<file path="src/rtl/AHB_package.sv">
// rtl/AHB_package.sv - shared AHB encodings for the interconnect front ends
package AHB_package;

  // AHB HBURST encoding
  typedef enum logic [2:0] {
    SINGLE = 3'd0,
    INCR   = 3'd1,
    WRAP4  = 3'd2,
    INCR4  = 3'd3,
    WRAP8  = 3'd4,
    INCR8  = 3'd5,
    WRAP16 = 3'd6,
    INCR16 = 3'd7
  } hburst_type;

  // AHB HTRANS encoding
  localparam logic [1:0] HTRANS_IDLE   = 2'd0;
  localparam logic [1:0] HTRANS_BUSY   = 2'd1;
  localparam logic [1:0] HTRANS_NONSEQ = 2'd2;
  localparam logic [1:0] HTRANS_SEQ    = 2'd3;

endpackage

</file>
<file path="src/rtl/ahb_master_req_gen.sv">
// rtl/ahb_master_req_gen.sv - per-master AHB request decoder, burst tracker and stall generator
//
// Purpose:
//   Sits between one AHB master and the per-slave arbiters. Decodes the
//   master's address phase into a one-hot request, holds it until the target
//   arbiter grants, tracks burst beats while granted, and answers an unmapped
//   slave index with a two-cycle ERROR response.
//
// Ports:
//   hclk        clock, all logic on the rising edge
//   hreset      synchronous active-high reset
//   htrans      master transfer type (IDLE/BUSY/NONSEQ/SEQ)
//   haddr       master address; top SEL_BIT bits select the slave
//   hburst      master burst type
//   hgrant      grant from each slave arbiter to this master
//   hreq        registered one-hot request to the slave arbiters
//   hburst_out  burst type latched at acceptance
//   slave_idx   slave index latched at acceptance
//   hready_out  HREADY returned to the master
//   hresp_err   ERROR response flag
module ahb_master_req_gen
  import AHB_package::*;
#(
  parameter int SLAVE_NUM  = 8,
  parameter int ADDR_WIDTH = 32,
  parameter int SEL_BIT    = 3
) (
  input  logic                  hclk,
  input  logic                  hreset,
  input  logic [1:0]            htrans,
  input  logic [ADDR_WIDTH-1:0] haddr,
  input  hburst_type            hburst,
  input  logic [SLAVE_NUM-1:0]  hgrant,
  output logic [SLAVE_NUM-1:0]  hreq,
  output hburst_type            hburst_out,
  output logic [SEL_BIT-1:0]    slave_idx,
  output logic                  hready_out,
  output logic                  hresp_err
);

  typedef enum logic [2:0] {
    ST_IDLE,
    ST_REQ,
    ST_XFER,
    ST_ERR1,
    ST_ERR2
  } state_t;

  state_t               state;
  logic [3:0]           beat;

  logic [SEL_BIT-1:0]   dec_idx;
  logic                 dec_ok;
  logic [SLAVE_NUM-1:0] dec_onehot;
  logic                 new_xfer;
  logic                 grant_cur;
  logic                 beat_acc;
  logic                 last_beat;
  logic                 take_new;
  logic                 unused_addr_bits;

  // Final beat index (limit-1) of a fixed-length burst; INCR is open-ended
  // and never reaches this comparison.
  function automatic logic [3:0] final_beat_of(input hburst_type b);
    case (b)
      WRAP4, INCR4:   return 4'd3;
      WRAP8, INCR8:   return 4'd7;
      WRAP16, INCR16: return 4'd15;
      default:        return 4'd0;
    endcase
  endfunction

  assign dec_idx          = haddr[ADDR_WIDTH-1 -: SEL_BIT];
  assign dec_ok           = int'(dec_idx) < SLAVE_NUM;
  assign dec_onehot       = {{(SLAVE_NUM-1){1'b0}}, 1'b1} << dec_idx;
  assign unused_addr_bits = ^haddr[ADDR_WIDTH-SEL_BIT-1:0];
  assign new_xfer         = (htrans == HTRANS_NONSEQ);

  // hreq is one-hot on the latched index while in REQ/XFER, so masking the
  // grant vector with it picks hgrant[slave_idx] without a variable index.
  assign grant_cur = |(hgrant & hreq);

  assign beat_acc = (state == ST_XFER) && grant_cur &&
                    ((htrans == HTRANS_NONSEQ) || (htrans == HTRANS_SEQ));

  always_comb begin
    last_beat = 1'b0;
    if (state == ST_XFER) begin
      if (hburst_out == INCR) begin
        // Open-ended burst: the master ends it by leaving the SEQ/BUSY
        // stream while granted.
        last_beat = grant_cur &&
                    ((htrans == HTRANS_IDLE) || (htrans == HTRANS_NONSEQ));
      end else begin
        last_beat = beat_acc && (beat == final_beat_of(hburst_out));
      end
    end
  end

  // A NONSEQ seen on the last beat starts the next request directly, so the
  // request line moves to the new target without an IDLE cycle.
  assign take_new = new_xfer && ((state == ST_IDLE) || last_beat);

  always_ff @(posedge hclk) begin
    if (hreset) begin
      state      <= ST_IDLE;
      hreq       <= '0;
      hburst_out <= SINGLE;
      slave_idx  <= '0;
      beat       <= 4'd0;
    end else if (take_new) begin
      slave_idx  <= dec_idx;
      hburst_out <= hburst;
      beat       <= 4'd0;
      if (dec_ok) begin
        state <= ST_REQ;
        hreq  <= dec_onehot;
      end else begin
        state <= ST_ERR1;
        hreq  <= '0;
      end
    end else begin
      case (state)
        ST_IDLE: begin
          hreq <= '0;
        end
        ST_REQ: begin
          if (grant_cur) begin
            state <= ST_XFER;
            beat  <= 4'd0;
          end
        end
        ST_XFER: begin
          if (last_beat) begin
            state <= ST_IDLE;
            hreq  <= '0;
            beat  <= 4'd0;
          end else if (beat_acc) begin
            // BUSY and stalled cycles leave the count untouched.
            beat <= beat + 4'd1;
          end
        end
        ST_ERR1: begin
          state <= ST_ERR2;
        end
        ST_ERR2: begin
          state <= ST_IDLE;
        end
        default: begin
          state <= ST_IDLE;
          hreq  <= '0;
        end
      endcase
    end
  end

  // Outputs decode only the registered state, except in XFER where the
  // master follows the live grant so a lost grant stalls it immediately.
  always_comb begin
    hready_out = 1'b1;
    case (state)
      ST_IDLE: hready_out = 1'b1;
      ST_REQ:  hready_out = 1'b0;
      ST_XFER: hready_out = grant_cur;
      ST_ERR1: hready_out = 1'b0;
      ST_ERR2: hready_out = 1'b1;
      default: hready_out = 1'b1;
    endcase
  end

  assign hresp_err = (state == ST_ERR1) || (state == ST_ERR2);

endmodule

</file>
<file path="config.mk">
export PLATFORM = sky130hd
export DESIGN_NAME = ahb_master_req_gen
export DESIGN_NICKNAME = d
export VERILOG_FILES = /design/src/rtl/AHB_package.sv /design/src/rtl/ahb_master_req_gen.sv
export SDC_FILE = /design/constraint.sdc
export NUM_CORES = 1
export LEC_CHECK = 0
export BUFFER_PORTS_ARGS = -buffer_cell sky130_fd_sc_hd__buf_4
export CAP_MARGIN = 5
export CORE_UTILIZATION = 40
export CTS_BUF_LIST = sky130_fd_sc_hd__clkbuf_8
export DETAILED_ROUTE_END_ITERATION = 12
export GPL_TIMING_DRIVEN = 0
export PLACE_DENSITY = 0.75
export SYNTH_ARGS = -nofsm -noshare
export SYNTH_HDL_FRONTEND = slang
export SYNTH_SLANG_ARGS = --single-unit
export TNS_END_PERCENT = 50
</file>
<file path="constraint.sdc">
create_clock -name hclk -period 2.9 [get_ports hclk]
set_input_delay 0.58 -clock hclk [delete_from_list [all_inputs] [get_ports hclk]]
set_output_delay 0.58 -clock hclk [all_outputs]
set_load 0.05 [all_outputs]
</file>
==> impl_metrics.py <==
metrics = {
    "outcome": {
        "status": "finished, final reports clean",
    },
    "sta": {
        "setup_tns_ps": 0,
        "tightestPinTransition_ps": 1130,
        "fmaxAchievable_mhz": 397,
        "hold_violations": 0,
        "rsz0062_at_grt": "false",
        "setup_viol": 0,
        "finalCritPeriodShare_pct": 86.8,
        "period_minus_slack_ps": 2520,
        "slew_viol_final": 0,
        "holdWs_ps": 471,
        "fin_skew_ps": 3.68,
        "slew_headroom_pct": 24.1,
    },
    "global_routing": {
        "met1_usage_pct": 21.2,
        "busiest_layer": "met2",
        "grt_max_degree": 12,
        "gr-usage-met3_pct": 3.69,
        "grt_pass1_wl_um": 4560,
        "grt_antenna_before_repair": 0,
        "grt-ovfl-total": 0,
        "met2_usage_pct": 31.8,
        "grt_pass1_vias": 1124,
        "grt.total_usage_pct": 18.0,
    },
    "floorplan": {
        "initial_core_util_pct": 43.0,
        "row_count": 19,
        "core_mm2": 0.00278,
        "die_w_um": 56.7,
        "die-area_mm2": 0.00321,
        "die_h_um": 56.7,
        "io_pins": 63,
    },
    "setup_path": {
        "crit_end": "hready_out",
        "crit_required_ps": 2320,
        "worstSetupStartpoint": "hgrant[4]",
        "path_class": "input port to output pin",
        "critPathCaptureType": "output pin",
        "reg2reg_slack_ps": 600,
        "r2r_cells": 8,
        "cp.arrival_ps": 1940,
        "r2r_start": "state[2]",
        "timing.rr.end": "hburst_out[0]",
        "cp-start-kind": "input port",
        "critical_path_peak_fanout": 7,
    },
    "synthesis": {
        "yosys.area.top_type": "dfxtp_1",
        "synth_area_mm2": 0.00119,
        "synth.distinct_cells": 42,
        "synth_edf_count": 0,
        "ys_warn_count": 0,
        "syn-num-nets": 188,
        "synth-async-reset-ratio_pct": 0,
        "ys_ff_latch": 21,
        "synth.avg_cell_area_um2": 8.53,
        "synthTopCellsByArea": "dfxtp_1 35%, nand2b_1 6.3%, mux2i_1 5.0%, nand2_1 4.4%, o2111ai_1 3.7%",
        "syn-instance-count": 140,
        "ys_seq_area_share_pct": 35.2,
        "ys.flop_type": "dfxtp_1",
        "synth_top_cell_area_share_pct": 35.2,
    },
    "cells_and_area": {
        "final_common_cell": "buf_4",
        "num-nets-final": 226,
        "final_cell_mix": "34 x buf_4, 21 x dfxtp_1, 14 x nand2_1",
        "drive_gt1_share_pct": 25.4,
        "area_growth_pct": 27.7,
        "finalInstanceArea_mm2": 0.00153,
        "num_antenna_cells": 0,
        "finalNonFillerCells": 208,
    },
    "drt": {
        "ant_nets": 0,
        "route.vias.total": 1204,
        "drtIter0Drc": 38,
        "routed_wl_um": 2810,
        "drc": 0,
        "post_drt_via_cell_ratio": 5.79,
        "drt_pre_antenna_iters": 4,
        "wl_per_cell_um": 13.5,
    },
    "min_path": {
        "min_path_cells": 2,
        "hold_path_class": "register to register",
    },
    "place": {
        "postPlaceCellArea_mm2": 0.00148,
        "io_buffers": 33,
        "dp.cells": 204,
        "gp_congestion": 0.865,
        "hpwl_um": 2170,
    },
    "clock_tree": {
        "numCtsBuffers": 3,
        "h-tree-depth": 1,
        "cts_sinks": 21,
        "post_cts_resized": 0,
        "root_buffer": "clkbuf_8",
        "postCtsSetupRepairBufs": 0,
        "cts_tree": "done",
        "clk_latency_ps": 250,
        "cts_buffer_depth": 2,
        "ctsHoldBuffers": 0,
        "path_clk_slew_ps": 70,
    },
    "power_and_ir_drop": {
        "p_leak_nw": 0.564,
        "peakVddDrop_mv": 0.217,
        "power.density_mw_per_mm2": 387,
        "p_total_w": 0.000591,
    },
    "job": {
        "cap_violations": 0,
    },
}
-- cell usage after synthesis, types with 2 or more instances --
cell type  count
mux2i_1        6
o21a_1         3
nor2b_1        2
inv_1          5
nand2b_1      12
o211ai_1       2
dfxtp_1       21
nor4_1         2
o21ai_1        8
nand2_1       14
o22ai_1        3
nor3_1         2
nand4b_1       3
nand4_1        2
clkbuf_1       6
nand3_1        3
a21oi_1        4
a311oi_1       2
or4b_4         2
nor2_1         7
a211oi_2       3
o2111ai_1      5
a22oi_1        4
-- power by group --
group | switching (W) | internal (W) | total, W
logic | 0.0000644 | 0.0000438 | 0.000108
clock network | 0.0000877 | 0.0000941 | 0.000182
registers | 0.00000597 | 0.000295 | 0.000301
total | 0.000158 | 0.000433 | 0.000591
-- kinds of logic after synthesis --
family | after synthesis | synth area share (%)
flip-flops | 21 | 35.2
buffers and inverters | 13 | 4.50
AND/OR/NAND/NOR | 58 | 28.5
XOR/XNOR | 1 | 0.733
adder cells (fa/ha/maj) | 1 | 1.05
AO/OA/AOI/OAI | 40 | 25.0
multiplexers | 6 | 5.03
-- final cells by class --
type / count / area (um2)
Fill cell: 266 / 1250
Multi-Input combinational cell: 106 / 721
Sequential cell: 21 / 420
Timing Repair Buffer: 33 / 248
Clock buffer: 3 / 41.3
Tap cell: 31 / 38.8
Buffer: 8 / 35.0
Inverter: 5 / 18.8
Clock inverter: 1 / 3.75
-- routing by layer --
metal  up-vias  wire (um)
met1       564       1200
li1        601          -
met3         6        128
met2        33       1440
met5         -          0
met4         0         37
-- worst max-delay path, stage by stage --
cell	delay, ps
buf_4	110
a22oi_1	270
and4_1	230
clkbuf_1	240
a21oi_1	100
or2_1	220
buf_4	190
-- sequential cells by signal, summed over array words and instances, names as in the netlist --
signal      count
slave_idx       3
hburst_out      3
beat            4
hreq            8
state           3
-- how the worst min path moves through the flow --
stage	start	end	slack, ps
floorplan	beat[3]	beat[3]	490
global placement	hreq[2]	hreq[2]	460
detailed placement	hreq[2]	hreq[2]	460
CTS	hreq[2]	hreq[2]	470
global route	hreq[1]	hreq[1]	490
finish	hreq[2]	hreq[2]	470
-- per-stage QoR --
| stage | utilization (%) | setup WS, ps |
|---|---|---|
| 4_1_cts | 54.9 | 391 |
| 6_report | 54.9 | 382 |
| 5_1_grt | 54.9 | 324 |
| 3_3_place_gp | 53.3 | 408 |
| 2_1_floorplan | - | 555 |
| 3_5_place_dp | 53.3 | 344 |
No activity file was read; power rests on OpenSTA's default activity.
